File: src/rtl/instr_fetch_unit.sv
// instr_fetch_unit: fetch stage in front of the IF/ID register.
// Generates the PC and issues in-order instruction-memory requests.
// Buffers the responses together with their PCs and presents one instruction+PC per cycle.
// Handles stall, redirect and dropping of stale in-flight responses.
// Optional build macro IFU_PERF_CNT_EN adds the perf_fetched / perf_bubbles counters.
module instr_fetch_unit #(
    parameter logic [31:0] RESET_PC  = 32'h0000_0000,
    parameter int          BUF_DEPTH = 2
) (
    input  logic        clk,
    input  logic        reset,
    input  logic        stall,
    input  logic        redirect,
    input  logic [31:0] redirect_pc,
    output logic        imem_req,
    output logic [31:0] imem_addr,
    input  logic        imem_gnt,
    input  logic        imem_rvalid,
    input  logic [31:0] imem_rdata,
    output logic [31:0] instr_out,
    output logic [31:0] pc_out
`ifdef IFU_PERF_CNT_EN
    ,
    output logic [31:0] perf_fetched,
    output logic [31:0] perf_bubbles
`endif
);

    localparam int          PW      = $clog2(BUF_DEPTH);
    localparam int          CW      = PW + 1;
    localparam logic [CW:0] DEPTH_C = (CW+1)'(BUF_DEPTH);
    localparam logic [31:0] NOP     = 32'h0000_0013;

    // An all-zero word is not a legal instruction; present it as a NOP instead.
    function automatic logic [31:0] nop_if_zero(input logic [31:0] word);
        return (word == 32'h0) ? NOP : word;
    endfunction

    logic [31:0]   pc_q;
    logic [31:0]   buf_pc   [BUF_DEPTH];
    logic [31:0]   buf_data [BUF_DEPTH];
    logic [CW-1:0] alloc_ptr;
    logic [CW-1:0] fill_ptr;
    logic [CW-1:0] head_ptr;
    logic [CW-1:0] drop_cnt;
    logic [CW-1:0] used;
    logic [CW-1:0] unfilled;
    logic [CW:0]   occupancy;
    logic [PW-1:0] head_idx;
    logic          head_filled;
    logic          grant;
    logic          fill;
    logic          drop;
    logic          pop;

    // Entries live between head and alloc; entries between head and fill hold data.
    assign used        = alloc_ptr - head_ptr;
    assign unfilled    = alloc_ptr - fill_ptr;
    assign head_filled = (fill_ptr != head_ptr);
    assign head_idx    = head_ptr[PW-1:0];
    // Slots owed to flushed requests still count, so a late stale response never overflows.
    assign occupancy   = {1'b0, used} + {1'b0, drop_cnt};

    assign imem_req  = !reset && !redirect && (occupancy < DEPTH_C);
    assign imem_addr = pc_q;

    assign grant = imem_req && imem_gnt;
    assign drop  = imem_rvalid && (drop_cnt != '0);
    assign fill  = imem_rvalid && (drop_cnt == '0) && (unfilled != '0) && !redirect;
    assign pop   = head_filled && !stall && !redirect;

    // Control state: PC, ring pointers and the count of stale responses still owed.
    always_ff @(posedge clk) begin
        if (reset) begin
            pc_q      <= RESET_PC;
            alloc_ptr <= '0;
            fill_ptr  <= '0;
            head_ptr  <= '0;
            drop_cnt  <= '0;
        end else if (redirect) begin
            // A response arriving in the redirect cycle belongs to the old stream and retires one owed slot.
            pc_q      <= {redirect_pc[31:2], 2'b00};
            alloc_ptr <= '0;
            fill_ptr  <= '0;
            head_ptr  <= '0;
            drop_cnt  <= drop_cnt + unfilled - {{(CW-1){1'b0}}, imem_rvalid};
        end else begin
            if (grant) begin
                alloc_ptr <= alloc_ptr + 1'b1;
                pc_q      <= pc_q + 32'd4;
            end
            if (fill) begin
                fill_ptr <= fill_ptr + 1'b1;
            end
            if (pop) begin
                head_ptr <= head_ptr + 1'b1;
            end
            if (drop) begin
                drop_cnt <= drop_cnt - 1'b1;
            end
        end
    end

    // Buffer payload: PC captured at grant, instruction word captured at fill.
    always_ff @(posedge clk) begin
        if (grant) begin
            buf_pc[alloc_ptr[PW-1:0]] <= pc_q;
        end
        if (fill) begin
            buf_data[fill_ptr[PW-1:0]] <= imem_rdata;
        end
    end

    // Present the head entry, or a NOP bubble when there is nothing valid to show.
    always_comb begin
        instr_out = NOP;
        pc_out    = 32'h0;
        if (!reset && !redirect && head_filled) begin
            instr_out = nop_if_zero(buf_data[head_idx]);
            pc_out    = buf_pc[head_idx];
        end
    end

`ifdef IFU_PERF_CNT_EN
    // Performance counters: instructions handed to IF/ID and unstalled empty cycles.
    always_ff @(posedge clk) begin
        if (reset) begin
            perf_fetched <= '0;
            perf_bubbles <= '0;
        end else begin
            if (pop) begin
                perf_fetched <= perf_fetched + 32'd1;
            end
            if (!stall && !head_filled) begin
                perf_bubbles <= perf_bubbles + 32'd1;
            end
        end
    end
`endif

    // Every response must belong either to a flushed request or to an unfilled entry.
    a_rvalid_owned: assert property (@(posedge clk) disable iff (reset)
        !(imem_rvalid && (drop_cnt == '0) && (unfilled == '0)));

endmodule
File: config.mk
export PLATFORM = sky130hd
export DESIGN_NAME = instr_fetch_unit
export DESIGN_NICKNAME = d
export VERILOG_FILES = /design/src/rtl/instr_fetch_unit.sv
export SDC_FILE = /design/constraint.sdc
export NUM_CORES = 1
export LEC_CHECK = 0
export CAP_MARGIN = 20
export CORE_ASPECT_RATIO = 1.1
export CORE_UTILIZATION = 54
export CTS_CLUSTER_DIAMETER = 200
export DETAILED_ROUTE_END_ITERATION = 16
export PLACE_DENSITY_LB_ADDON = 0.2
export SETUP_SLACK_MARGIN = 0.4
export SLEW_MARGIN = 20
export SYNTH_ARGS = -nofsm -noshare
export SYNTH_HDL_FRONTEND = slang
export SYNTH_SLANG_ARGS = --single-unit
File: constraint.sdc
create_clock -name clk -period 9.3 [get_ports clk]
set_input_delay 0.93 -clock clk [delete_from_list [all_inputs] [get_ports clk]]
set_output_delay 0.93 -clock clk [all_outputs]
set_load 0.03 [all_outputs]
==> metrics.md, run 1 <==
| Metric | Value |
|---|---|
| Row cnt | 44 |
| Final-report hold violation count | 0 |
| N_diodes | 0 |
| Vias per cell | 5.86 |
| Via Count | 5462 |
| Clk root buf | clkbuf_16 |
| PortBufs | 160 |
| Gr ovfl total | 0 |
| Cells on worst reg2reg path | 8 |
| Die Ht | 124 um |
| Number of global-route vias before repair | 5316 |
| CP max FO | 52 |
| Clk_lat worst skew | 0.43 ns |
| Starting DRT DRC Count | 341 |
| Final TNS setup | 0 ns |
| Most frequent cell after synthesis | edfxtp_1 |
| Die area | 13900 um^2 |
| Syn_area_per_cell | 12.0 um^2 |
| Pre-antenna DRT Iters | 5 |
| Final Wtd Congestion | 0.849 |
| Area contributors post-synth | edfxtp_1 51%, dfxtp_1 11%, mux2i_1 8.4% |
| WHS Endpoint | alloc_ptr[0] |
| CTS sink cnt | 163 |
| Hold_ws | 0.515 ns |
| Status | finished clean |
| Pins Over Slew Limit | 0 |
| Post-synth EDFFs | 124 |
| First-pass GRT wire length | 27000 um |
| Critical path data arrival time | 3.94 ns |
| CTS max path bufs | 2 |
| Final Cycle Share | 52.4% |
| GRT Overall Usage | 26.0% |
| Hold WC Path Type | flop to flop |
| Die W | 113 um |
| Yosys warnings | 0 |
| CORE AREA | 13200 um^2 |
| Syn Inst Count | 607 |
| Resized Gates After CTS | 0 |
| Fmax | 205 MHz |
| RSZ-0062 raised after global routing | no |
| Share of post-route cells with drive strength above 1 | 6.36% |
| Least-Margin Pin Slew | 0.912 ns |
| Drt drc | 0 |
| DP Wirelength | 11600 um |
| Slew headroom | 38.6% |
| Largest net degree at the start of global routing | 53 |
| Final setup violation count | 0 |
| P_leak | 3.07 nW |
| Post-synth ARST share | 0% |
| Power Dens Cells | 177 nW/um^2 |
| Top cells by count, synth | 124 x edfxtp_1, 96 x nor2_1, 61 x mux2i_1 |
| Number of fill cells | 892 |
| WL final | 17300 um |
| Nets | 835 |
| R2r setup slk | 5.29 ns |
| Crit path capture type | output port |
| Worst-path clk slew | 0.06 ns |
| Worst Skew | 0.00869 ns |
| # H-tree levels | 4 |
| Worst r2r dst | buf_pc[1][13] |
| Reg2reg start | alloc_ptr[0] |
| Min Tclk post-route | 4.87 ns |
| Antenna Nets Post-Route | 0 |
| Top_reg_cell synth | edfxtp_1 |
| Seq cells post-synth | 163 |
| Setup crit start kind | primary input |
| Leading area contributor after synthesis | edfxtp_1 |
| Dpl ws | 4.56 ns |
| CTS Buf Count | 17 |
| Antenna violations before repair | 0 |
| Initial Util | 55.3% |
| Distinct cells, synth | 53 |
| Req. time, crit path | 8.37 ns |
| Part of the Yosys area used for sequential elements | 61.9% |
| Hold_sp | alloc_ptr[0] |
| Peak supply drop | 115 uV |
| Ports | 167 |
| Area delta synth->final | 32.4% |
| # Post-CTS Setup Buffers | 0 |
| Top cell type's share of synthesized area | 51.2% |
| CTS tree | yes |
| CP Class | primary input to output port |
| WHS Path Cells | 2 |
| CTS Hold Bufs | 0 |
| Max-cap viol count | 0 |
| DR WL/cell | 18.6 um |
| Mapped Area | 7280 um^2 |
| Setup ws final | 4.43 ns |
==> layout make-up <==
cell class                      count  area [um^2]  share of cell area, %
Tap cell                          161          201                   2.09
Sequential cell                   163         4510                   46.8
Inverter                           12         45.0                  0.468
Clock buffer                       20          447                   4.64
Clock inverter                     12          180                   1.87
Timing Repair Buffer              168         1660                   17.3
Multi-Input combinational cell    396         2590                   26.9
==> worst max-delay path by stage <==
stage            startpoint             to  slack [ns]
2_1_floorplan  alloc_ptr[0]  buf_pc[1][10]        4.86
3_3_place_gp          reset   instr_out[4]        4.59
3_5_place_dp       redirect   instr_out[4]        4.56
4_1_cts            redirect   instr_out[0]        4.43
5_1_grt            redirect   instr_out[4]        4.23
6_report           redirect   instr_out[0]        4.43
==> metrics by stage <==
stage / std cells / instance area, um^2 / power (W) / util, %
finish: 932 / 9630 / 0.00170 / 73.2
global route: 932 / 9630 / 0.00175 / 73.2
CTS: 932 / 9630 / 0.00171 / 73.2
detailed placement: 900 / 9000 / 0.000975 / 68.4
global placement: 900 / 9000 / 0.000970 / 68.4
floorplan: 610 / 7290 / 0.000907 / -
==> power breakdown <==
group / leakage, nW / switching (W) / internal (W)
Clock: 0.291 / 0.000282 / 0.000457
Sequential: 1.45 / 0.0000222 / 0.000802
Combinational: 1.32 / 0.0000732 / 0.0000633
==> worst max-delay path, stage by stage <==
cell and delay (ns):
clkdlybuf4s50_1 0.40, buf_4 0.26, nor2_1 0.55, o21ai_4 0.25
buf_4 0.37, a211oi_1 0.34, o21ai_0 0.19, clkdlybuf4s50_1 0.63
==> metal layers <==
metal | track usage, % | share of wire (%)
met3 | 6.28 | 6.4
met2 | 45.6 | 51
met5 | 0 | 0
met4 | 12.1 | 2.6
met1 | 30.4 | 40
==> state kept, by name (all words and copies together) (netlist names), named ones only <==
name and count:
fill_ptr 2, head_ptr 2, alloc_ptr 2, buf_data 64
drop_cnt 2, buf_pc 60, imem_addr 30
==> kinds of logic after synthesis <==
| family | synth area share, % |
|---|---|
| and+or+nand+nor | 15.5 |
| AOI/OAI and AO/OA | 6.84 |
| other | 0.0515 |
| adders and majority gates | 1.31 |
| muxes | 8.39 |
| DFF | 61.9 |
| buffers and inverters | 2.96 |
| xor gates and xnor gates | 3.08 |
==> cells in the final DEF, fill, tap and decap left out, types with 12 or more instances in the layout <==
master	n
nand3_1	15
xnor2_1	15
a211oi_1	14
a21oi_1	13
edfxtp_1	124
clkbuf_16	17
or4_1	12
mux2i_1	61
nor2_1	95
clkdlybuf4s50_1	160
nand2_1	36
nor4_1	21
dfxtp_1	38
(Power assumes the default switching activity.)
==> run 2: changes to the inputs <==
--- a/config.mk
+++ b/config.mk
@@ -7,7 +7,7 @@
 export LEC_CHECK = 0
 export CAP_MARGIN = 20
 export CORE_ASPECT_RATIO = 1.1
-export CORE_UTILIZATION = 54
+export CORE_UTILIZATION = 45
 export CTS_CLUSTER_DIAMETER = 200
 export DETAILED_ROUTE_END_ITERATION = 16
 export PLACE_DENSITY_LB_ADDON = 0.2
==> constraint.sdc (replaced) <==
create_clock -name clk -period 4 [get_ports clk]
set_input_delay 0.4 -clock clk [delete_from_list [all_inputs] [get_ports clk]]
set_output_delay 0.4 -clock clk [all_outputs]
set_load 0.03 [all_outputs]
==> run 2 against run 1 <==
Effect of this change:
- worst hold slack worse by 0.015 ns
- first-iteration DRC count down 4.1%
- worst setup slack worse by 3.8 ns
- combinational power up 140%
- core utilization down 12 points
- final cell count up 4.8%
- power up 120%
- routed wire length down 0.36%
- clock skew down 0.0022 ns
- via count down 1.5%
==> metrics.md, run 2 (synthesized netlist as in run 1, its figures left out) <==
| Metric | Value |
|---|---|
| Status | finished clean |
| Crit path capture type | output port |
| WHS Endpoint | alloc_ptr[0] |
| Req. time, crit path | 3.60 ns (-4.77 ns) |
| Worst Skew | 0.00650 ns (-0.00219 ns) |
| Fin cells | 977 (+4.8%) |
| PortBufs | 160 (unchanged) |
| Switching part of the total | 23.8% (+1.6 points) |
| Initial Util | 46.2% (-9.1 points) |
| Reg2reg start | alloc_ptr[0] |
| Clk root buf | clkbuf_16 |
| Starting DRT DRC Count | 327 (-4.1%) |
| Most frequent cells in the layout | 127 x clkdlybuf4s50_1, 124 x edfxtp_1, 95 x nor2_1, 61 x mux2i_1, 40 x buf_4 |
| P_leak | 3.17 nW (+3.3%) |
| Worst r2r dst | imem_addr[18] |
| # Post-CTS Setup Buffers | 0 (unchanged) |
| Pre-antenna DRT Iters | 4 (-1) |
| WHS Path Cells | 2 (unchanged) |
| Final TNS setup | 0 ns (unchanged) |
| Worst-path clk slew | 0.06 ns (about the same) |
| Setup crit start kind | flop |
| Number of global-route vias before repair | 5249 (-1.3%) |
| Row cnt | 48 (+9.1%) |
| Final Core Density | 61.5% (-12 points) |
| CTS max path bufs | 2 (unchanged) |
| CTS Buf Count | 17 (unchanged) |
| Ports | 167 (unchanged) |
| Cells on worst reg2reg path | 9 (+1) |
| Nets | 841 (+0.72%) |
| Antenna Nets Post-Route | 0 (unchanged) |
| Die W | 123 um (+9.4%) |
| WL final | 17300 um (-0.36%) |
| Largest register FFs | 64 (unchanged) |
| Antenna violations before repair | 0 (unchanged) |
| Fmax | 298 MHz |
| Commonest non-fill, non-tap cell in the layout | clkdlybuf4s50_1 |
| Pins Over Slew Limit | 0 (unchanged) |
| Power Dens Cells | 391 nW/um^2 (+120%) |
| GRT Overall Usage | 21.0% (-5.0 points) |
| First-pass GRT wire length | 26600 um (-1.4%) |
| Area delta synth->final | 33.0% |
| Min Tclk post-route | 3.36 ns |
| Inst Count DP | 944 (+4.9%) |
| RSZ-0062 raised after global routing | no |
| Sw Pwr | 0.000901 W (+140%) |
| Largest net degree at the start of global routing | 50 (-5.7%) |
| P_int | 0.00288 W (+120%) |
| Slew headroom | 43.0% (+4.4 points) |
| N_diodes | 0 (unchanged) |
| Die Ht | 135 um (+9.4%) |
| Share of post-route cells with drive strength above 1 | 11.5% (+5.1 points) |
| DR WL/cell | 17.7 um (-4.9%) |
| Hold_sp | alloc_ptr[0] |
| Clk_lat worst skew | 0.42 ns (about the same) |
| # H-tree levels | 4 (unchanged) |
| Gr ovfl total | 0 (unchanged) |
| Least-Margin Pin Slew | 0.855 ns (-0.0577 ns) |
| DP Wirelength | 11800 um (+2.1%) |
| Die area | 16700 um^2 (+20%) |
| Clock network fraction of total power | 40.7% (-2.8 points) |
| CP max FO | 4 (-92%) |
| CORE AREA | 15700 um^2 (+20%) |
| Critical path data arrival time | 2.96 ns (-0.98 ns) |
| Seq pwr share | 50.7% (+2.2 points) |
| Final setup violation count | 0 (unchanged) |
| Hold WC Path Type | flop to flop |
| Final-report hold violation count | 0 (unchanged) |
| CTS tree | yes |
| R2r setup slk | 0.73 ns (-4.56 ns) |
| Final Wtd Congestion | 0.851 (+0.22%) |
| Peak supply drop | 272 uV (+140%) |
| Final Cycle Share | 84.0% |
| Combinational power share | 8.6% (+0.6 points) |
| Max-cap viol count | 0 (unchanged) |
| Vias per cell | 5.50 (-6.1%) |
| CP Class | flop to output port |
| Via Count | 5378 (-1.5%) |
| CTS sink cnt | 163 (unchanged) |
| Drt drc | 0 (unchanged) |
-- run 2: changes by cell type in the layout (fill, tap and decap cells not counted), moves of 2 or more --
cell / previous run / this run
buf_12: 0 / 6
buf_4: 8 / 40
inv_6: 2 / 4
clkdlybuf4s50_1: 160 / 127
bufinv_16: 4 / 1
-- run 2: final cells by class --
cell class / instances / area (um^2)
Multi-Input combinational cell: 396 / 2610
Timing Repair Buffer: 174 / 1710
Sequential cell: 163 / 4510
Clock buffer: 18 / 429
Inverter: 12 / 45.0
Fill cell: 1285 / 6060
Tap cell: 200 / 250
Clock inverter: 14 / 129
-- run 2: how the worst max path moves through the flow --
stage,startpoint,endpoint,slack (ns),depth (start not counted)
CTS,alloc_ptr[0],imem_addr[18],0.40,9
floorplan,alloc_ptr[0],buf_pc[0][10],0.40,9
finish,alloc_ptr[0],imem_req,0.64,7
detailed placement,alloc_ptr[0],imem_addr[18],0.47,9
global placement,alloc_ptr[0],imem_addr[18],0.61,9
global route,alloc_ptr[0],imem_addr[18],0.40,9
-- run 2: power by group through the flow --
stage / registers, W / logic, W / clock network (W)
floorplan: 0.00198 / 0.000133 / 0
global placement: 0.00195 / 0.000317 / 0
detailed placement: 0.00195 / 0.000321 / 0
CTS: 0.00192 / 0.000325 / 0.00156
global route: 0.00192 / 0.000350 / 0.00163
finish: 0.00192 / 0.000326 / 0.00154
-- run 2: worst max-delay path: stages (launching register included) --
cell and delay [ns]:
dfxtp_1 0.37, inv_1 0.13, ha_1 0.23, xor2_1 0.15
xnor2_1 0.16, fa_1 0.59, and3_1 0.23, clkdlybuf4s50_1 0.68
-- run 2: stage by stage --
step                area [um^2]  worst slack, ns  power, W  hold WS, ns
floorplan                  7290            0.397   0.00211        0.445
global route               9670            0.397   0.00390        0.508
finish                     9670            0.640   0.00378        0.501
CTS                        9650            0.402   0.00380        0.503
detailed placement         9090            0.467   0.00227        0.491
global placement           9090            0.606   0.00227        0.465
-- run 2: routing by layer --
metal	track usage [%]	part of all wire [%]
met5	0	0
met4	6.43	1.3
met3	4.97	7.2
met2	35.8	50
met1	26.3	41
-- run 2: what timing repair did --
item | in CTS | in global routing
hold buffers | 0 | 0
gates resized for setup | 0 | 2
setup endpoints to repair | 0 | 6
==> run 3: changes to the inputs <==
==> constraint.sdc (replaced) <==
create_clock -name clk -period 2.8 [get_ports clk]
set_input_delay 0.28 -clock clk [delete_from_list [all_inputs] [get_ports clk]]
set_output_delay 0.28 -clock clk [all_outputs]
set_load 0.03 [all_outputs]
==> run 3 against run 2 <==
Effect of this change:
- sequential share of layout area down 3.5 points
- sequential power up 42%
- global-route usage up 2.1 points
- critical path depth up 5
- worst hold slack worse by 0.079 ns
- cell area up 8.2%
- routed wire length up 13%
==> metrics.md, run 3 (synthesized netlist as in run 1, its figures left out) <==
| Metric | Value |
|---|---|
| Seq pwr share | 48.9% (-1.8 points) |
| Setup crit start kind | flop |
| Row cnt | 48 (unchanged) |
| Min Tclk post-route | 2.60 ns |
| Met3 WL | 1440 um (+16%) |
| RSZ-0062 raised after global routing | yes |
| Antenna Nets Post-Route | 0 (unchanged) |
| Antenna violations before repair | 0 (unchanged) |
| Setup ws final | 0.200 ns (-0.440 ns) |
| CP max FO | 5 (+1) |
| Critical path data arrival time | 2.93 ns (-0.03 ns) |
| Cells along the critical path | inv_6, ha_4, xor2_2, xnor2_1, fa_1, nand3_2, buf_6, buf_8, buf_4, nor3_1, nand4_1, o211ai_1 |
| Largest register FFs | 64 (unchanged) |
| Worst-path clk slew | 0.06 ns (about the same) |
| WL final | 19400 um (+13%) |
| Gr ovfl total | 0 (unchanged) |
| Die area | 16700 um^2 (unchanged) |
| CTS Buf Count | 17 (unchanged) |
| Final-report hold violation count | 0 (unchanged) |
| Peak supply drop | 461 uV (+69%) |
| Final Cell Area | 10500 um^2 (+8.2%) |
| Crit path capture type | flop |
| Final TNS setup | 0 ns (unchanged) |
| Worst Path Buf+Inv | 4 (+2) |
| # H-tree levels | 4 (unchanged) |
| Ports | 167 (unchanged) |
| CORE AREA | 15700 um^2 (unchanged) |
| P_int | 0.00428 W (+49%) |
| CP startpoint | alloc_ptr[0] |
| Number of global-route vias before repair | 5618 (+7.0%) |
| Most frequent cells in the layout | 124 x edfxtp_1, 97 x clkdlybuf4s50_1, 95 x nor2_1, 80 x buf_4, 61 x mux2i_1 |
| Final setup violation count | 0 (unchanged) |
| Status | finished clean |
| Sw Pwr | 0.00131 W (+45%) |
| Combinational power share | 11.0% (+2.4 points) |
| DP Area | 9200 um^2 (+1.2%) |
| P_leak | 3.62 nW (+14%) |
| Multi-input logic area | 2940 um^2 (+13%) |
| Clock network fraction of total power | 40.1% (-0.6 points) |
| Number of fill cells | 1142 (-11%) |
| Share of post-route cells with drive strength above 1 | 24.5% (+13 points) |
| Inst Count DP | 957 (+1.4%) |
| Fin cells | 1015 (+3.9%) |
| Seq. cell area | 4510 um^2 (+0.14%) |
| Dpl ws | 0.0458 ns (-0.421 ns) |
| Pre-antenna DRT Iters | 5 (+1) |
| Clk root buf | clkbuf_16 |
| Area delta synth->final | 43.8% |
| Max stage delay on crit path | 0.56 ns (-0.12 ns) |
| Hold_sp | redirect_pc[4] |
| M1 WL | 7510 um (+5.1%) |
| Max layer used | met4 |
| DP Wirelength | 12100 um (+2.5%) |
| Crit path max-delay family | adder cells |
| CP Class | flop to flop |
| Final Cycle Share | 92.9% |
| Nets | 879 (+4.5%) |
| CTS tree | yes |
| Vias per cell | 5.71 (+3.8%) |
| Slew headroom | 39.3% (-3.7 points) |
| Drt drc | 0 (unchanged) |
| Commonest non-fill, non-tap cell in the layout | edfxtp_1 |
| Reg2reg start | alloc_ptr[0] |
| PortBufs | 160 (unchanged) |
| Switching part of the total | 23.4% (-0.43 points) |
| DR WL/cell | 19.2 um (+8.4%) |
| Via Count | 5798 (+7.8%) |
| N_diodes | 0 (unchanged) |
| Max-cap viol count | 0 (unchanged) |
| Slowest cell on crit path | fa_1 |
| Power Dens Cells | 534 nW/um^2 (+37%) |
| Largest net degree at the start of global routing | 60 (+20%) |
| Least-Margin Pin Slew | 0.902 ns (+0.0477 ns) |
| GRT Overall Usage | 23.1% (+2.1 points) |
| Req. time, crit path | 3.13 ns (-0.47 ns) |
| Worst Skew | 0.0207 ns (+0.0142 ns) |
| First-pass GRT wire length | 28900 um (+8.5%) |
| Hold WC Path Type | primary input to flop |
| Met2 Wirelength | 10000 um (+16%) |
| CTS sink cnt | 163 (unchanged) |
| CTS Hold Bufs | 0 (unchanged) |
| Pins Over Slew Limit | 0 (unchanged) |
| Die W | 123 um (unchanged) |
| Initial Util | 46.2% (unchanged) |
| Clk_lat worst skew | 0.42 ns (about the same) |
| Overall power | 0.00559 W (+48%) |
| CTS max path bufs | 2 (unchanged) |
| Starting DRT DRC Count | 529 (+62%) |
| Final Wtd Congestion | 0.934 (+9.8%) |
| Fmax | 385 MHz |
| Die Ht | 135 um (unchanged) |
run 3: changes by cell type in the layout (fill, tap and decap cells not counted), sizes merged, moves of 2 or more:
cell,change
buf,+66
clkdlybuf4s50,-30
clkbuf,+3
clkinv,+2
clkinvlp,-2
inv,-2
run 3: area by class of cell:
type                            instances  area share [%]
Sequential cell                       163            43.1
Clock buffer                           19            4.14
Tap cell                              200            2.39
Timing Repair Buffer                  212            20.5
Multi-Input combinational cell        396            28.1
Inverter                               12           0.478
Clock inverter                         13            1.28
run 3: worst reg2reg max path, stage by stage, from the launching register on:
cell and delay, ns:
dfxtp_4 0.38, inv_6 0.04, ha_4 0.15, xor2_2 0.14
xnor2_1 0.15, fa_1 0.56, nand3_2 0.12, buf_6 0.16
buf_8 0.13, buf_4 0.14, nor3_1 0.24, nand4_1 0.15
o211ai_1 0.15
run 3: repair_timing:
action                     CTS  global route
setup endpoints to repair  148           195
gates cloned                 3             2
setup buffers               18             3
resized for setup           71            39
pin swaps                   31            27
run 3: per-stage QoR:
stage,utilization [%],hold WS [ns]
detailed placement,58.5,0.499
CTS,64.7,0.406
floorplan,-,0.379
finish,66.5,0.422
global route,66.5,0.431
global placement,58.5,0.489
run 3: power by group through the flow:
stage | clock, W | combinational, W | sequential [W]
finish | 0.00224 | 0.000617 | 0.00273
global route | 0.00235 | 0.000653 | 0.00274
CTS | 0.00226 | 0.000565 | 0.00273
detailed placement | 0 | 0.000492 | 0.00278
global placement | 0 | 0.000481 | 0.00278
floorplan | 0 | 0.000199 | 0.00282
run 3: routing by layer:
layer	up-vias	track usage [%]
li1	2667	-
met1	2799	27.9
met2	284	40.1
met3	48	4.84
met4	0	8.97
met5	-	0
run 3: path summary, 6_finish.rpt:
kind / endpoint / slack (ns) / cells after the start
setup / recovery: imem_addr[31] / 0.20 / 12
hold reg to reg: buf_pc[0][7] / 0.54 / 0
hold / removal: imem_addr[4] / 0.42 / 3
setup reg to reg: imem_addr[31] / 0.20 / 12
